**src/rtl/stopwatch_pkg.sv**
```systemverilog
// rtl/stopwatch_pkg.sv - shared stopwatch constants and key FSM state encoding
package stopwatch_pkg;

  localparam int CLK_HZ              = 50_000_000;
  localparam int DEF_DEBOUNCE_CYCLES = 1_000_000;
  localparam int DEF_HOLD_CYCLES     = 25_000_000;
  localparam int DEF_REPEAT_CYCLES   = 5_000_000;

  typedef enum logic [1:0] {
    IDLE         = 2'd0,
    PRESS_WAIT   = 2'd1,
    HELD         = 2'd2,
    RELEASE_WAIT = 2'd3
  } key_state_e;

  function automatic int max3(input int a, input int b, input int c);
    int m;
    m = (a > b) ? a : b;
    return (m > c) ? m : c;
  endfunction

endpackage

```
**src/rtl/key_debounce_chan.sv**
```systemverilog
// rtl/key_debounce_chan.sv - synchronizer, debounce FSM and counters for one key
// Auto-repeat while held is built only when KEY_AUTOREPEAT_EN is defined.
module key_debounce_chan
  import stopwatch_pkg::*;
#(
  parameter int DEBOUNCE_CYCLES = DEF_DEBOUNCE_CYCLES,
  parameter int HOLD_CYCLES     = DEF_HOLD_CYCLES,
  parameter int REPEAT_CYCLES   = DEF_REPEAT_CYCLES
) (
  input  logic clk,
  input  logic rst_n,
  input  logic key_n,
  output logic level,
  output logic press_pulse,
  output logic release_pulse
);

  localparam int CNT_W = $clog2(max3(DEBOUNCE_CYCLES, HOLD_CYCLES, REPEAT_CYCLES) + 1);
  localparam logic [CNT_W-1:0] DEB_LAST = CNT_W'(DEBOUNCE_CYCLES - 1);

  logic             sync1_q, sync2_q;
  logic             pressed_s;
  key_state_e       state_q, state_d;
  logic [CNT_W-1:0] cnt_q, cnt_d, cnt_inc;
  logic             level_q, level_d;
  logic             press_q, press_d;
  logic             release_q, release_d;

`ifdef KEY_AUTOREPEAT_EN
  localparam logic [CNT_W-1:0] HOLD_LAST = CNT_W'(HOLD_CYCLES - 1);
  localparam logic [CNT_W-1:0] REP_LAST  = CNT_W'(REPEAT_CYCLES - 1);
  logic [CNT_W-1:0] rpt_q, rpt_d, rpt_inc;
  logic             rep_q, rep_d;
  assign rpt_inc = (rpt_q == '1) ? rpt_q : rpt_q + 1'b1;
`endif

  assign pressed_s = ~sync2_q;
  assign cnt_inc   = (cnt_q == '1) ? cnt_q : cnt_q + 1'b1;

  always_comb begin
    state_d   = state_q;
    cnt_d     = cnt_q;
    press_d   = 1'b0;
    release_d = 1'b0;
`ifdef KEY_AUTOREPEAT_EN
    // Repeat timer only survives while HELD; any other state clears it.
    rpt_d     = '0;
    rep_d     = 1'b0;
`endif
    case (state_q)
      IDLE: begin
        if (pressed_s) begin
          state_d = PRESS_WAIT;
          cnt_d   = '0;
        end
      end
      PRESS_WAIT: begin
        if (!pressed_s) begin
          state_d = IDLE;
        end else if (cnt_q == DEB_LAST) begin
          state_d = HELD;
          press_d = 1'b1;
        end else begin
          cnt_d = cnt_inc;
        end
      end
      HELD: begin
        if (!pressed_s) begin
          state_d = RELEASE_WAIT;
          cnt_d   = '0;
        end
`ifdef KEY_AUTOREPEAT_EN
        else if (rpt_q == (rep_q ? REP_LAST : HOLD_LAST)) begin
          press_d = 1'b1;
          rpt_d   = '0;
          rep_d   = 1'b1;
        end else begin
          rpt_d = rpt_inc;
          rep_d = rep_q;
        end
`endif
      end
      RELEASE_WAIT: begin
        if (pressed_s) begin
          state_d = HELD;
        end else if (cnt_q == DEB_LAST) begin
          state_d   = IDLE;
          release_d = 1'b1;
        end else begin
          cnt_d = cnt_inc;
        end
      end
      default: state_d = IDLE;
    endcase
    level_d = (state_d == HELD) || (state_d == RELEASE_WAIT);
  end

  always_ff @(posedge clk or negedge rst_n) begin
    if (!rst_n) begin
      sync1_q   <= 1'b1;
      sync2_q   <= 1'b1;
      state_q   <= IDLE;
      cnt_q     <= '0;
      level_q   <= 1'b0;
      press_q   <= 1'b0;
      release_q <= 1'b0;
`ifdef KEY_AUTOREPEAT_EN
      rpt_q     <= '0;
      rep_q     <= 1'b0;
`endif
    end else begin
      sync1_q   <= key_n;
      sync2_q   <= sync1_q;
      state_q   <= state_d;
      cnt_q     <= cnt_d;
      level_q   <= level_d;
      press_q   <= press_d;
      release_q <= release_d;
`ifdef KEY_AUTOREPEAT_EN
      rpt_q     <= rpt_d;
      rep_q     <= rep_d;
`endif
    end
  end

  assign level         = level_q;
  assign press_pulse   = press_q;
  assign release_pulse = release_q;

endmodule

```
**src/rtl/key_conditioner.sv**
```systemverilog
// rtl/key_conditioner.sv - debounced level and press/release pulses for the KEY buttons
// Optional auto-repeat per channel: KEY_AUTOREPEAT_EN.
module key_conditioner
  import stopwatch_pkg::*;
#(
  parameter int NUM_KEYS        = 2,
  parameter int DEBOUNCE_CYCLES = DEF_DEBOUNCE_CYCLES,
  parameter int HOLD_CYCLES     = DEF_HOLD_CYCLES,
  parameter int REPEAT_CYCLES   = DEF_REPEAT_CYCLES
) (
  input  logic                CLOCK_50,
  input  logic                RESET_N,
  input  logic [NUM_KEYS-1:0] KEY,
  output logic [NUM_KEYS-1:0] key_level,
  output logic [NUM_KEYS-1:0] key_press,
  output logic [NUM_KEYS-1:0] key_release
);

  for (genvar i = 0; i < NUM_KEYS; i++) begin : gen_chan
    key_debounce_chan #(
      .DEBOUNCE_CYCLES (DEBOUNCE_CYCLES),
      .HOLD_CYCLES     (HOLD_CYCLES),
      .REPEAT_CYCLES   (REPEAT_CYCLES)
    ) u_chan (
      .clk           (CLOCK_50),
      .rst_n         (RESET_N),
      .key_n         (KEY[i]),
      .level         (key_level[i]),
      .press_pulse   (key_press[i]),
      .release_pulse (key_release[i])
    );
  end

endmodule

```
**config.mk**
```make
export PLATFORM = sky130hd
export DESIGN_NAME = key_conditioner
export DESIGN_NICKNAME = d
export VERILOG_FILES = /design/src/rtl/stopwatch_pkg.sv /design/src/rtl/key_debounce_chan.sv /design/src/rtl/key_conditioner.sv
export SDC_FILE = /design/constraint.sdc
export NUM_CORES = 1
export LEC_CHECK = 0
export ABC_AREA = 1
export CELL_PAD_IN_SITES_DETAIL_PLACEMENT = 0
export CELL_PAD_IN_SITES_GLOBAL_PLACEMENT = 1
export CORE_ASPECT_RATIO = 0.8
export CORE_MARGIN = 1.5
export CORE_UTILIZATION = 50
export DETAILED_ROUTE_END_ITERATION = 8
export PLACE_DENSITY_LB_ADDON = 0.08
export SETUP_SLACK_MARGIN = 0.05
export SLEW_MARGIN = 20
export SYNTH_ARGS = -nofsm -noshare
export SYNTH_HDL_FRONTEND = slang
export SYNTH_SLANG_ARGS = --single-unit
```
**constraint.sdc**
```tcl
create_clock -name CLOCK_50 -period 4.8 [get_ports CLOCK_50]
set_input_delay 1.44 -clock CLOCK_50 [delete_from_list [all_inputs] [get_ports CLOCK_50]]
set_output_delay 1.44 -clock CLOCK_50 [all_outputs]
set_load 0.005 [all_outputs]
```
# After elaboration in Yosys (flattened, before gate mapping)
# Cells that the tools add are included.
# totals
regBits	64
in_bits	4
out_inout_bits	6
elab_cells	82
# op_classes
n_addsub	2
n_eq_ne	22
muxes	38
reduce_logical	6
# op_table
operator	n
2-to-1 mux 25 bit	12
case mux 25 bit (4 select lines)	2
adder 25 x 1 -> 25 bit (second input constant)	2
== test 25 x 20 -> 1 bit (second input constant)	2
== test 25 bit (second input constant)	2
2-to-1 mux 2 bit	12
== test 2 bit (second input constant)	8
case mux 2 bit (4 select lines)	2
2-to-1 mux 1 bit	10
inequality test 2 x 1 -> 1 bit (second input constant)	4
inequality test 2 bit (second input constant)	4
AND reduction 4 bit	2
== test 2 x 1 -> 1 bit (second input constant)	2
logical NOT 2 bit	2
logical OR 1 bit	2

# Logic depth before layout (Yosys ltp)
# Gate-level depths: netlist of run 1.
# depth
depth_word	6
depth_mapped	11
depth_no_buf	10

# Hierarchy
# Synthesis of run 1 repeated with hierarchy kept, for this count alone.
# unflattened
hier_cells	624
area_unflattened_um2	4108.9
# modules_own_cells
module	n_inst	cells_each	area_each_um2	seq_area_each_um2
key_debounce_chan	2	312	2054.5	778.2

# Worst setup path before layout of run 1
# No wires, ideal clock.
# synth_path
path_kind	register -> output
from	reg gen_chan[0].u_chan.level_q
to	out key_level[0]
arrival_ns	0.458
t_required_ns	3.360
path_slack_ns	2.902
stages_incl_launch_ff	2
path_buffers	1
cell_sequence	dfrtp_1 -> buf_4
# synth_lines
element	line	rtl
start: declaration	key_debounce_chan.sv:25	logic level_q, level_d;
start signal: assignment	key_debounce_chan.sv:116	level_q <= level_d;
end: declaration	key_conditioner.sv:14	output logic [NUM_KEYS-1:0] key_level,
# No word-level cell between the ends.

# Final worst setup path of run 1
# layout_path
from	reg gen_chan[0].u_chan.release_q
to	out key_release[0]
# layout_lines
element	line	rtl
start: declaration	key_debounce_chan.sv:27	logic release_q, release_d;
start signal: assignment	key_debounce_chan.sv:118	release_q <= release_d;
end: declaration	key_conditioner.sv:16	output logic [NUM_KEYS-1:0] key_release
# No word-level cell between the ends.

==> metrics, run 1 <==
status=complete, no violations; Crit path max-delay family=buffers and inverters; hold buffers post-CTS=0; Worst-Skew Late Latency=0.35 ns; detailed-route via count=between 3000 and 4000; Slew @ Worst Pin=0.829 ns; startpoint types=flip-flop; Final setup viols=0; Seq/Total Area, Yosys=between 30% and 40%; Synth Area in Simple Gates=42.9%; vias in the first global route=~3300; Pwr Density=226 mW/mm^2; Worst Setup End Kind=output port; HPWL Detailed=approximately 7.4 mm; Hold Vio Cnt, Final=0; number of synthesis warnings=0; Starting Density=51.5%; worst hold slack=0.359 ns; RSZ-0062 raised after global routing=no; CTS clk-pin slew, worst paths=approximately 0.060 ns; worst reg-to-reg path cell count=7; global-route wire length before repair=17.1 mm; Post-synth EDFFs=0; most common cell after layout, fill and taps aside=nand2_1; fin crit share=54.5%; WP data arrival=1.17 ns; Routed WL=10.0 mm; CTS Buf Count=9; Async SR Flop Fraction=100%; worst path cell trace=clkdlybuf4s50_1; maximum fanout along the worst path=1; initial drt markers=between 200 and 250; slowest cell delay on critical path=0.50 ns; xor/xnor share of the synthesized area=5.64%; maximum VDD drop=171 uV; post-synthesis mux area share=0%; worst hold path class=reg -> reg; Rows=30; root buf cell=clkbuf_8; highest-count cells in the layout ignoring fill and taps=nand2_1, nor2_1, dfrtp_1; Ant. Diodes=0; Die ar.=0.00927 sq mm; Fillers=851; Setup CP Type=reg -> out; # DRC=0; Clock Path Buffers=2; DRT antenna net count=0; largest family of logic cells by synthesized area=simple AND/OR/NAND/NOR gates; unique cell type count in the Yosys netlist=32; Area Growth Syn to Fin=5.35%; Max-slew headroom=44.7%; Worst Path Required=~3.4 ns; CTS Sinks=64; Setup TNS=0 ns; Compound-Gate Fraction of Synth Area=5.03%; vias per cell=4.97; syn nets=between 600 and 700; worst hold path depth=0; post-CTS resize count=0; IO buf count=9; core box area=0.00845 sq mm; largest net degree at the start of global routing=65; Worst Skew=0.0136 ns; Critical Path Slowest Stage Cell=clkdlybuf4s50_1; GRT Total Usage=23.8%; post-layout min period=2.61 ns; Slew Viols, Final=0; maximum clock frequency=382 MHz; layout cells sized above 1=14.1%; DR pass1 iterations=4; WL/cell=13.6 um; GRT overflow=0; dominant synthesized flop cell=dfrtp_1; NumNets Final=627; Synth Cell Area=0.00435 sq mm; Die Y=86.4 um; # IOs=10; Yosys reg bits=64; Leak=2.06 nW; CP bufs+invs=1; critical path depth=1; CTS tree=yes; cell count after synthesis=619; post-synthesis adder-cell area fraction=0.575%; post-CTS setup buffers=0; CTS H-Tree Depth=3; Routability Congestion=0.897; initial antenna violation count=0; # Max-Cap Violations=0; syn_area_per_cell=7.03 sq um; die span in x=between 100 and 150 um
-- kinds of logic (layout without fill, tap and decap cells) --
group	after synthesis	in the layout
buffers and inverters	77	84
adder cells (fa/ha/maj)	2	2
XOR/XNOR	28	28
AND/OR/NAND/NOR	414	414
flip-flops	64	64
AO/OA/AOI/OAI	34	34
-- metrics by stage --
step                cells  setup WS [ns]  power (W)  utilization (%)  cell area [sq um]
floorplan             619           2.90   0.000614                -               4350
global placement      722           2.44   0.000631             52.3               4410
detailed placement    722           2.36   0.000632             52.3               4410
CTS                   738           2.16    0.00105             54.3               4580
global route          738           2.09    0.00108             54.3               4580
finish                738           2.19    0.00103             54.3               4580
-- synthesized netlist by cell type, drive strengths merged, types with 2 or more instances --
library cell	instances	area share [%]
nand2	236	22
nor2	117	12
dfrtp	60	35
inv	57	4.9
nand3	51	6.6
o21ai	31	4.7
xor2	22	4.4
buf	17	3.8
xnor2	6	1.2
nor3	5	0.58
dfstp	4	2.4
a21oi	3	0.35
clkbuf	3	0.26
nand3b	3	1.1
ha	2	0.58
-- cell type report --
cell class,instances,area [sq um],area share (%)
Multi-Input combinational cell,478,2350,51.4
Inverter,57,214,4.67
Sequential cell,64,1610,35.1
Clock buffer,12,145,3.17
Clock inverter,4,22.5,0.492
Tap cell,112,140,3.06
Timing Repair Buffer,11,100,2.18
-- registers in the layout (all words and copies together), names as in the netlist --
register / count
gen_chan.u_chan.sync2_q: 2
gen_chan.u_chan.level: 2
gen_chan.u_chan.state_q: 4
gen_chan.u_chan.release_pulse: 2
gen_chan.u_chan.cnt_q: 50
gen_chan.u_chan.sync1_q: 2
gen_chan.u_chan.press_pulse: 2
-- path summary, 6_finish.rpt --
path | startpoint | to | slack [ns]
max | gen_chan[0].u_chan.release_pulse | key_release[0] | 2.19
min | gen_chan[0].u_chan.sync1_q | gen_chan[0].u_chan.sync2_q | 0.36
max reg2reg | gen_chan[1].u_chan.state_q[0] | gen_chan[1].u_chan.cnt_q[18] | 2.40
min reg2reg | gen_chan[0].u_chan.sync1_q | gen_chan[0].u_chan.sync2_q | 0.36
max in group asynchronous | RESET_N | gen_chan[0].u_chan.cnt_q[21] | 2.98
min in group asynchronous | RESET_N | gen_chan[1].u_chan.cnt_q[2] | 1.26
-- metal layers --
layer / wire length (um) / vias to the layer above / global-route usage [%]
li1: - / 1910 / -
met1: 5610 / 1675 / 38.7
met2: 3760 / 75 / 30.6
met3: 580 / 8 / 6.09
met4: 84 / 0 / 5.21
met5: 0 / - / 0
-- power breakdown --
group	internal, W	switching, W	total, W	leakage, nW
clock network	0.000199	0.000214	0.000413	0.0861
logic	0.0000145	0.0000450	0.0000595	1.10
registers	0.000549	0.0000124	0.000561	0.872
total	0.000762	0.000272	0.00103	2.06
(Power assumes the default switching activity.)
==> inputs of run 2 (changes only) <==
--- a/config.mk
+++ b/config.mk
@@ -10,7 +10,7 @@
 export CELL_PAD_IN_SITES_GLOBAL_PLACEMENT = 1
 export CORE_ASPECT_RATIO = 0.8
 export CORE_MARGIN = 1.5
-export CORE_UTILIZATION = 50
+export CORE_UTILIZATION = 42
 export DETAILED_ROUTE_END_ITERATION = 8
 export PLACE_DENSITY_LB_ADDON = 0.08
 export SETUP_SLACK_MARGIN = 0.05
==> constraint.sdc (replaced) <==
create_clock -name CLOCK_50 -period 2.2 [get_ports CLOCK_50]
set_input_delay 0.66 -clock CLOCK_50 [delete_from_list [all_inputs] [get_ports CLOCK_50]]
set_output_delay 0.66 -clock CLOCK_50 [all_outputs]
set_load 0.005 [all_outputs]
==> metrics, run 2 (synthesized netlist as in run 1, its figures left out) <==
Worst-Skew Late Latency=0.33 ns; CTS Buf Count=9; Most flops, register=gen_chan.u_chan.cnt_q; Routed WL=10.5 mm; core box area=roughly 0.01 sq mm; WL/cell=13.6 um; detailed-route via count=between 3000 and 4000; most common cell after layout, fill and taps aside=nand2_1; status=complete, no violations; max reg flops=50; Hold Vio Cnt, Final=0; # IOs=10; Setup CP Type=reg -> reg; Post-Route M1 WL=~6 mm; WP data arrival=2.12 ns; fin crit share=86.5%; worst hold slack=0.337 ns; fin util=48.2%; layout cells sized above 1=15.5%; die span in x=117 um; pre-CTS setup slack=~0.21 ns; worst hold path class=in -> async; Max-slew headroom=a little over 70%; Final setup viols=0; Ant. Diodes=0; initial antenna violation count=0; Clock Path Buffers=2; DRT antenna net count=0; CTS tree=yes; Die Y=94.0 um; Pwr Density=619 mW/mm^2; GRT Total Usage=a little over a fifth; initial drt markers=158; top layer in use=met4; Die ar.=roughly 0.011 sq mm; CTS clk-pin slew, worst paths=0.06 ns; Slew Viols, Final=0; highest-count cells in the layout ignoring fill and taps=nand2_1, nor2_1, dfrtp_1; post-layout min period=1.90 ns; setup slack after layout=slightly below 0.3 ns; Routability Congestion=0.829; Area Growth Syn to Fin=12.5%; IO buf count=9; Rows=33; largest net degree at the start of global routing=65; # Max-Cap Violations=0; DR WL met3=416 um; maximum VDD drop=344 uV; Setup TNS=0 ns; Worst Skew=0.00869 ns; maximum fanout along the worst path=17; HPWL Detailed=7.73 mm; DR pass1 iterations=5; WL met2=around 4.0 mm; hold buffers post-CTS=0; Starting Density=roughly 43%; startpoint types=flip-flop; Worst Path Required=2.41 ns; vias per cell=roughly 4.8; vias in the first global route=3455; Worst Setup End Kind=flip-flop; Leak=about 2.2 nW; # DRC=0; Slew @ Worst Pin=0.413 ns; RSZ-0062 raised after global routing=no; global-route wire length before repair=17.9 mm; CTS H-Tree Depth=3; biggest regs=gen_chan.u_chan.cnt_q: 50 flops, gen_chan.u_chan.state_q: 4 flops; GRT overflow=0; root buf cell=clkbuf_16; NumNets Final=635; maximum clock frequency=525 MHz; CTS Sinks=64
-- run 2: path summary, 6_finish.rpt --
path / startpoint / endpoint / slack [ns] / cells after the start
setup / recovery: gen_chan[1].u_chan.cnt_q[0] / gen_chan[1].u_chan.cnt_q[6] / 0.30 / 11
hold / removal: RESET_N / gen_chan[0].u_chan.cnt_q[11] / 0.34 / 2
setup reg to reg: gen_chan[1].u_chan.cnt_q[0] / gen_chan[1].u_chan.cnt_q[6] / 0.30 / 11
hold reg to reg: gen_chan[0].u_chan.sync1_q / gen_chan[0].u_chan.sync2_q / 0.36 / 0
max in group asynchronous: RESET_N / gen_chan[0].u_chan.sync1_q / 1.52 / 2
min in group CLOCK_50: gen_chan[0].u_chan.sync1_q / gen_chan[0].u_chan.sync2_q / 0.36 / 0
-- run 2: area by class of cell --
class | count | area, sq um
fillers | 1059 | 5260
multi-input cells | 478 | 2360
flip-flops and latches | 64 | 1610
clock buffers | 14 | 284
inverters | 57 | 214
repair buffers | 19 | 198
well taps | 140 | 175
clock inverters | 2 | 60.1
-- run 2: layer usage --
layer	GRT usage, %	up-vias
met5	0	-
met4	5.42	0
met3	5.29	9
met2	28.1	51
met1	34.8	1706
li1	-	1920
-- run 2: repair_timing --
item / 4_1_cts / 5_1_grt
setup buffers: 0 / 1
setup endpoints to repair: 0 / 12
gates resized for setup: 0 / 1
-- run 2: per-stage QoR --
stage	power (W)	cells	instance area (sq um)
after detailed placement	0.00140	757	4530
after global placement	0.00139	757	4530
final	0.00303	774	4890
after CTS	0.00307	773	4870
after floorplan	0.00134	619	4350
after global routing	0.00315	774	4890
-- run 2: where the power goes --
part / leakage [nW] / switching [W] / internal [W]
Combinational: 1.15 / 0.000107 / 0.0000491
Sequential: 0.872 / 0.0000215 / 0.00120
Clock: 0.169 / 0.000537 / 0.00112
-- run 2: worst max-delay path, cell delays in order, from the launching register on --
cell and delay, ns:
dfrtp_1 0.45, ha_2 0.27, nand3_2 0.16, inv_2 0.13
nand2_1 0.06, nor2_1 0.10, nand2_1 0.12, nand2_1 0.15
nor2_4 0.06, buf_12 0.14, nand2_1 0.06, o21ai_0 0.07
==> inputs of run 3 (changes only) <==
--- a/config.mk
+++ b/config.mk
@@ -5,13 +5,13 @@
 export SDC_FILE = /design/constraint.sdc
 export NUM_CORES = 1
 export LEC_CHECK = 0
-export ABC_AREA = 1
 export CELL_PAD_IN_SITES_DETAIL_PLACEMENT = 0
 export CELL_PAD_IN_SITES_GLOBAL_PLACEMENT = 1
 export CORE_ASPECT_RATIO = 0.8
 export CORE_MARGIN = 1.5
-export CORE_UTILIZATION = 42
+export CORE_UTILIZATION = 45
 export DETAILED_ROUTE_END_ITERATION = 8
+export DONT_BUFFER_PORTS = 1
 export PLACE_DENSITY_LB_ADDON = 0.08
 export SETUP_SLACK_MARGIN = 0.05
 export SLEW_MARGIN = 20
==> metrics, run 3 <==
fin util=between 50% and 60%; Synth Area in Simple Gates=29.0%; number of synthesis warnings=0; Max-slew headroom=69.3%; synth top area cells=dfrtp_1, nand2_1, nand3_1; Worst-Skew Late Latency=0.35 ns; syn_area_per_cell=approximately 9.6 sq um; status=complete, no violations; initial antenna violation count=0; # Max-Cap Violations=0; CTS Sinks=64; Cells after DPL=slightly above 500; Async SR Flop Fraction=100%; Setup TNS=0 ns; Pwr Density=557 mW/mm^2; most common cell after layout, fill and taps aside=dfrtp_1; Post-synth EDFFs=0; maximum fanout along the worst path=11; cell count after synthesis=around 380; Power Total=0.00245 W; CTS H-Tree Depth=3; Routed WL=9.49 mm; largest family of logic cells by synthesized area=simple AND/OR/NAND/NOR gates; biggest regs=gen_chan.u_chan.cnt_q: 50 flops, gen_chan.u_chan.state_q: 4 flops; layout cells sized above 1=24.1%; Area Growth Syn to Fin=19.9%; # IOs=10; Rows=29; R2R Setup Slk=0.07 ns; # DRC=0; GRT Total Usage=22.9%; Most flops, register=gen_chan.u_chan.cnt_q; CTS tree=yes; WP data arrival=2.36 ns; Slew Viols, Final=0; Clock Path Buffers=2; Worst Path Required=approximately 2.4 ns; Die Y=83.8 um; most instantiated library cell after synthesis=dfrtp_1; Seq/Total Area, Yosys=43.8%; Ant. Diodes=0; GRT overflow=0; fin crit share=96.8%; startpoint types=flip-flop; Starting Density=a little under half; CTS Buf Count=9; DRT antenna net count=0; Worst Setup End Kind=flip-flop; worst hold slack=about 0.14 ns; root buf cell=clkbuf_8; post-layout min period=2.13 ns; Routability Congestion=0.874; IO buf count=0; Yosys reg bits=64; vias per cell=5.97; DR pass1 iterations=4; initial drt markers=229; highest-count cells in the layout ignoring fill and taps=dfrtp_1, buf_4, nand2_1; largest net degree at the start of global routing=between 60 and 70; Die ar.=between 0.008 and 0.009 sq mm; xor/xnor share of the synthesized area=about 1.7%; RSZ-0062 raised after global routing=yes; Leak=1.88 nW; final cell count without fillers=540; Final setup viols=0; maximum clock frequency=470 MHz; post-synth top area share=40.9%; HPWL Detailed=6.35 mm; syn nets=388; detailed-route via count=3226; Hold Vio Cnt, Final=0; post-synthesis adder-cell area fraction=less than 1%; CTS clk-pin slew, worst paths=0.08 ns; max reg flops=50; top cells by count, synth=dfrtp_1, nand2_1, nand3_1; Yosys top cell by area=dfrtp_1; global-route wire length before repair=15.7 mm; unique cell type count in the Yosys netlist=58; Synth Cell Area=roughly 0.0037 sq mm; die span in x=104 um; dominant synthesized flop cell=dfrtp_1; Slew @ Worst Pin=0.455 ns; Setup CP Type=reg -> reg; Worst Skew=0.0107 ns; maximum VDD drop=354 uV; core box area=0.00791 sq mm; WL/cell=17.6 um; Compound-Gate Fraction of Synth Area=18.9%; worst hold path class=in -> async; post-synthesis mux area share=1.40%; vias in the first global route=3045; NumNets Final=433
-- run 3: cell types whose count changed after synthesis, sizes merged, moves of 10 or more --
cell / change
nand2: -198
o21ai: -10
or4: +10
nor4: +19
nor2: -97
nand3: -23
o31ai: +12
nand2b: +14
inv: -52
nand4: +12
xor2: -20
-- run 3: power by group --
group	switching, W	internal, W	leakage [nW]
logic	0.000115	0.0000875	0.919
clock network	0.000484	0.000517	0.0920
registers	0.0000351	0.00121	0.871
total	0.000635	0.00181	1.88
-- run 3: cells by family after synthesis --
family | after synthesis
muxes | 5
AOI/OAI and AO/OA | 93
DFF | 64
buffers and inverters | 30
xor gates and xnor gates | 7
and+or+nand+nor | 181
adders and majority gates | 2
-- run 3: critical path: stages, from the launching register on --
cell     delay [ns]
dfrtp_1        0.38
or4_4          0.55
nor4_4         0.29
a21o_1         0.27
buf_4          0.23
o31ai_1        0.09
a22o_1         0.20
-- run 3: metrics by stage --
step           worst slack (ns)  area, sq um
2_1_floorplan             0.144         3670
3_3_place_gp             0.0433         4060
3_5_place_dp             0.0429         4060
4_1_cts                  0.0506         4300
5_1_grt                 -0.0251         4400
6_report                 0.0711         4400
-- run 3: final timing paths --
check,startpoint,endpoint,cells past startpoint
hold / removal,RESET_N,gen_chan[1].u_chan.sync1_q,0
setup reg to reg,gen_chan[1].u_chan.cnt_q[8],gen_chan[1].u_chan.cnt_q[10],6
max in group asynchronous,RESET_N,gen_chan[0].u_chan.cnt_q[0],1
setup / recovery,gen_chan[1].u_chan.cnt_q[8],gen_chan[1].u_chan.cnt_q[10],6
min in group CLOCK_50,KEY[1],gen_chan[1].u_chan.sync1_q,0
hold reg to reg,gen_chan[1].u_chan.sync1_q,gen_chan[1].u_chan.sync2_q,0
-- run 3: layout make-up --
cell class	instances	area, sq um
Fill cell	715	3510
Multi-Input combinational cell	289	1970
Timing Repair Buffer	58	480
Clock inverter	6	60.1
Sequential cell	64	1610
Inverter	5	18.8
Tap cell	108	135
Clock buffer	10	128
-- run 3: repair_timing --
item | in CTS | in global routing
setup buffers | 1 | 5
endpoints found under the hold margin | 60 | 0
gates resized for setup | 1 | 13
gates cloned | 1 | 0
hold buffers | 1 | 0
pin swaps | 1 | 4
setup endpoints to repair | 5 | 41
-- run 3: metal layers --
layer  track usage (%)  part of all wire [%]  vias up
li1                  -                     -     1569
met1              36.5                    53     1558
met2              30.6                    40       86
met3              5.07                   5.3       13
met4              6.06                   1.2        0
met5                 0                     0        -
